<file path="src/rtl/pipe_mem_arbiter.sv">
// Shared single-port memory arbiter between an instruction fetch stage and a
// MEM stage: one outstanding bus transaction at a time, MEM has priority.
module pipe_mem_arbiter #(
  parameter int unsigned TIMEOUT = 255
) (
  input  logic        clk,
  input  logic        reset,
  input  logic        if_req,
  input  logic [31:0] if_addr,
  input  logic        if_flush,
  output logic        if_valid,
  output logic [31:0] if_rdata,
  input  logic        mem_req,
  input  logic        mem_we,
  input  logic [31:0] mem_addr,
  input  logic [31:0] mem_wdata,
  input  logic [3:0]  mem_wstrb,
  output logic        mem_valid,
  output logic [31:0] mem_rdata,
  output logic        bus_req,
  output logic        bus_we,
  output logic [31:0] bus_addr,
  output logic [31:0] bus_wdata,
  output logic [3:0]  bus_wstrb,
  input  logic        bus_gnt,
  input  logic        bus_rvalid,
  input  logic [31:0] bus_rdata,
  output logic        combined_stall,
  output logic        bus_err
);

  typedef enum logic [1:0] {IDLE, ADDR, DATA} state_t;
  typedef enum logic {OWN_IF, OWN_MEM} owner_t;

  state_t     state, state_next;
  owner_t     owner, owner_next;
  logic [7:0] count, count_next;
  logic       discard, discard_next;
  logic       latch_mem, latch_if;
  logic       timeout, done, if_drop;

  // The timeout fires on the TIMEOUT-th DATA cycle that passes without a
  // response, i.e. when the count of empty cycles already seen is TIMEOUT-1.
  localparam logic [7:0] LIMIT = 8'(TIMEOUT - 1);

  assign timeout = (state == DATA) && !bus_rvalid && (count == LIMIT);
  assign done    = (state == DATA) && (bus_rvalid || timeout);
  assign if_drop = if_flush || discard;

  assign bus_req   = (state == ADDR);
  assign bus_err   = timeout;
  assign if_valid  = done && (owner == OWN_IF) && !if_drop;
  assign mem_valid = done && (owner == OWN_MEM);
  assign if_rdata  = timeout ? 32'h0000_0013 : bus_rdata;
  assign mem_rdata = timeout ? 32'h0000_0000 : bus_rdata;

  assign combined_stall = (mem_req && !mem_valid) || (if_req && !if_flush && !if_valid);

  always_comb begin
    state_next   = state;
    owner_next   = owner;
    count_next   = count;
    discard_next = discard;
    latch_mem    = 1'b0;
    latch_if     = 1'b0;
    case (state)
      IDLE: begin
        if (mem_req) begin
          latch_mem  = 1'b1;
          owner_next = OWN_MEM;
          state_next = ADDR;
        end else if (if_req && !if_flush) begin
          latch_if   = 1'b1;
          owner_next = OWN_IF;
          state_next = ADDR;
        end
      end
      ADDR: begin
        if (owner == OWN_IF && if_flush) begin
          state_next = IDLE;
        end else if (bus_gnt) begin
          state_next   = DATA;
          count_next   = 8'd0;
          discard_next = 1'b0;
        end
      end
      DATA: begin
        if (done) begin
          state_next = IDLE;
        end else begin
          count_next = count + 8'd1;
        end
        // A redirected fetch still has to drain its response from the bus.
        if (owner == OWN_IF && if_flush) begin
          discard_next = 1'b1;
        end
      end
      default: state_next = IDLE;
    endcase
  end

  always_ff @(posedge clk or posedge reset) begin
    if (reset) begin
      state   <= IDLE;
      owner   <= OWN_IF;
      count   <= 8'd0;
      discard <= 1'b0;
    end else begin
      state   <= state_next;
      owner   <= owner_next;
      count   <= count_next;
      discard <= discard_next;
    end
  end

  always_ff @(posedge clk or posedge reset) begin
    if (reset) begin
      bus_we    <= 1'b0;
      bus_addr  <= 32'd0;
      bus_wdata <= 32'd0;
      bus_wstrb <= 4'd0;
    end else if (latch_mem) begin
      bus_we    <= mem_we;
      bus_addr  <= mem_addr;
      bus_wdata <= mem_wdata;
      bus_wstrb <= mem_wstrb;
    end else if (latch_if) begin
      bus_we    <= 1'b0;
      bus_addr  <= if_addr;
      bus_wdata <= 32'd0;
      bus_wstrb <= 4'd0;
    end
  end

endmodule

</file>
<file path="config.mk">
export PLATFORM = sky130hd
export DESIGN_NAME = pipe_mem_arbiter
export DESIGN_NICKNAME = d
export VERILOG_FILES = /design/src/rtl/pipe_mem_arbiter.sv
export SDC_FILE = /design/constraint.sdc
export NUM_CORES = 1
export LEC_CHECK = 0
export BUFFER_PORTS_ARGS = -buffer_cell sky130_fd_sc_hd__buf_2
export CAP_MARGIN = 20
export CORE_AREA = 4 4 122 95
export DETAILED_ROUTE_END_ITERATION = 8
export DIE_AREA = 0 0 126 99
export HOLD_SLACK_MARGIN = 0.08
export PLACE_DENSITY = 0.73
export SYNTH_ARGS = -nofsm -noshare
export SYNTH_HDL_FRONTEND = slang
export SYNTH_SLANG_ARGS = --single-unit
</file>
<file path="constraint.sdc">
create_clock -name clk -period 2.3 [get_ports clk]
set_clock_uncertainty 0.2 [all_clocks]
set_input_delay 0.23 -clock clk [delete_from_list [all_inputs] [get_ports clk]]
set_output_delay 0.23 -clock clk [all_outputs]
set_load 0.05 [all_outputs]
</file>
==> flow_summary_export.csv <==
group,metric,value,unit
clock_tree,cts_sinks,81,
final_layout,finalNetCount,875,
yosys,yosys.area.top_type,"dfrtp_1",
yosys,ys_top_cells_by_area,"dfrtp_1 (54%), a22o_1 (8.8%), buf_4 (6.0%)",
timing,finalSetupTns,-0.829,ns
floorplanning,coreArea,0.0102,mm²
setup_path,crit_type,"flip-flop to primary output",
final_layout,diodes,0,
pwr,power.density,1190,mW/mm²
timing,setup_ws,-0.0470,ns
setup_path,cp-start-kind,"flip-flop",
yosys,yosysWarnings,0,
timing,rsz0062_at_grt,"yes",
route,drtIter0Drc,214,
floorplanning,die_h,99,µm
setup_path,r2r-start,"state[1]",
floorplanning,start_util,0.369,
floorplanning,die_x,126,µm
timing,max_freq,426,MHz
final_layout,multi_input_area,0.00164,mm²
route,m1WireLength,6360,µm
floorplanning,rows,32,
clock_tree,clockBufferDepth,2,
yosys,ys_ff_latch,81,
yosys,synth-edff-count,0,
final_layout,synthToLayoutAreaGrowth,101,%
route,wl_met2,9130,µm
timing,relSlewSlack,0.644,
flow_run,maxCapViolCount,0,
floorplanning,die_area,0.0125,mm²
route,final_antenna_net_count,0,
timing,period_share,1.02,
yosys,ys_seq_area_frac,0.536,
setup_path,reg2reg_depth,7,
min_path,hold_path_depth,4,
route,drcViolationCount,0,
placement,io_buffers,277,
yosys,synth_fp_nets,508,
final_layout,regArea,0.00203,mm²
setup_path,end_kind,"primary output",
run_status,status,"finished, violations left",
route,drt-total-wl,17400,µm
global_route,grt_pass1_vias,4668,
timing,fin_crit,2.35,ns
setup_path,required,1.87,ns
placement,gp_congestion,0.894,
clock_tree,cts.reportedPaths.clkPinSlew,0.07,ns
clock_tree,cts_max_level,3,
yosys,ys_async_sr_fraction,1.00,
timing,setup_viol,40,
setup_path,regToRegSetupSlack,0.08,ns
yosys,synthesis.area,0.00378,mm²
setup_path,worstPathArrival,1.92,ns
route,wl_met3,1350,µm
timing,finalHoldViolations,0,
yosys,synth.avg_cell_area,10.3,µm²
clock_tree,clk_latency,0.33,ns
yosys,synth_top_area_share,0.536,
global_route,grt_overflow,0,
floorplanning,pin_count,278,
route,routed-via-count,4397,
final_layout,drive_above_1_share,0.496,
min_path,hold_path_class,"primary input to flip-flop",
global_route,grt_max_degree,104,
placement,dp_hpwl,9920,µm
pwr,total_power,9080,µW
global_route,grt_pass1_wl,25400,µm
setup_path,reg2reg_to,"bus_addr[10]",
route,first_pass_iters,4,
global_route,grt.total_usage,0.255,
yosys,synth.distinct_cells,35,
clock_tree,cts_tree,"built",
pwr,leakage,0.00386,µW
clock_tree,cts_buffers,9,
yosys,syn_inst,366,
final_layout,design_area,0.00760,mm²
timing,slew_violations,0,
timing,worst_slew_pin_slew,0.533,ns
final_layout,fillers,691,
yosys,ys.flop_type,"dfrtp_1",
global_route,antenna_found_initial,0,
setup_path,crit_start,"count[3]",
setup_path,worstPathMaxFanout,7,
route,viasPerCell,5.03,
clock_tree,cts-root-buf,"clkbuf_16",
route,top_layer_used,"met4",
run_status,violations,"setup timing",
setup_path,endpoint,"if_rdata[30]",
route,routedWlPerCell,19.9,µm
placement,dpl_cell_area,0.00534,mm²
pwr,vdd_drop_max,838,µV
-- layout by cell type, fill, tap and decap left out, types with 3 or more instances in the layout --
cell           instances
buf_2                209
o21ai_0               29
buf_8                 45
nand3_1                6
dfrtp_1               81
or2_4                  3
clkinvlp_4             3
nor2b_4               26
dlygate4sd3_1        104
nor2b_1                4
o21ai_1               10
buf_6                 27
o22ai_1               34
clkbuf_16             10
nor2_1                 3
buf_4                 15
nor2b_2                6
a21o_1                 3
inv_1                  5
nand2_1               35
buf_12                 7
a22o_1                38
-- stage by stage --
step	util	setup WS [ns]	cells	hold WS, ns
after floorplan	-	-0.262	366	0.137
after global placement	0.521	0.163	736	0.0956
after detailed placement	0.521	0.107	736	0.0997
after CTS	0.711	-0.102	864	0.127
after global routing	0.742	-0.160	874	0.150
final	0.742	-0.0470	874	0.138
-- report_power, final --
group	total, µW	switching (µW)	internal (µW)
sequential	2430	379	2050
clock	1460	603	857
combinational	5190	3580	1610
total	9080	4560	4520
-- synthesized netlist by cell type (all sizes together) (2+ instances only) --
| master | instances |
|---|---|
| a21o | 3 |
| nor2 | 3 |
| nor2b | 36 |
| dfrtp | 81 |
| buf | 46 |
| nor4 | 2 |
| clkbuf | 9 |
| o21ai | 41 |
| or3 | 2 |
| o22ai | 34 |
| o22a | 2 |
| ha | 2 |
| nand3 | 7 |
| a22o | 38 |
| and3 | 2 |
| nand2b | 3 |
| inv | 7 |
| nand2 | 35 |
| or2 | 3 |
-- cells by family (layout without fill, tap and decap cells) --
| kind of cell | count (synthesis) | after routing | share of synthesized area |
|---|---|---|---|
| AO/OA/AOI/OAI | 123 | 123 | 0.220 |
| XOR/XNOR | 1 | 1 | 0.00232 |
| adder cells (fa/ha/maj) | 2 | 2 | 0.00661 |
| buffers and inverters | 62 | 434 | 0.0966 |
| flip-flops | 81 | 81 | 0.536 |
| AND/OR/NAND/NOR | 97 | 97 | 0.139 |
-- worst min-delay path by stage --
stage             start       endpoint  slack [ns]
3_5_place_dp      reset  bus_wdata[21]         0.1
2_1_floorplan   bus_gnt       state[0]        0.14
6_report       if_flush        discard        0.14
4_1_cts        if_flush        discard        0.13
3_3_place_gp      reset  bus_wdata[18]         0.1
5_1_grt        if_flush        discard        0.15
-- cell type report --
class / instances / share of cell area
repair buffers: 411 / 0.451
flip-flops and latches: 81 / 0.267
multi-input cells: 223 / 0.216
clock buffers: 10 / 0.0301
well taps: 136 / 0.0224
clock inverters: 6 / 0.00971
inverters: 7 / 0.00395
-- per-layer routing --
layer,vias to the layer above,track usage
li1,2009,-
met1,2105,0.283
met2,244,0.470
met3,39,0.0715
met4,0,0.0882
met5,-,0
-- worst max-delay path, cell delays in order, from the launching register on --
cell	delay (ns)
dfrtp_1	0.40
nand4_1	0.24
nor4_4	0.28
buf_6	0.17
bufbuf_16	0.27
nor2b_1	0.08
buf_6	0.16
-- registers in the layout, indices dropped and copies added (netlist names) --
name,count
bus_addr,32
bus_wdata,32
bus_we,1
bus_wstrb,4
count,8
discard,1
owner,1
state,2
-- what timing repair did --
item                                    CTS  global route
gates cloned                              3             3
pin swaps                                 2             3
hold endpoints to repair                 93             0
hold buffers                            104             0
setup buffers                             5             7
resized for setup                       150            59
endpoints found under the setup margin   68            97
Note: power is estimated with default switching activity, not from simulation.
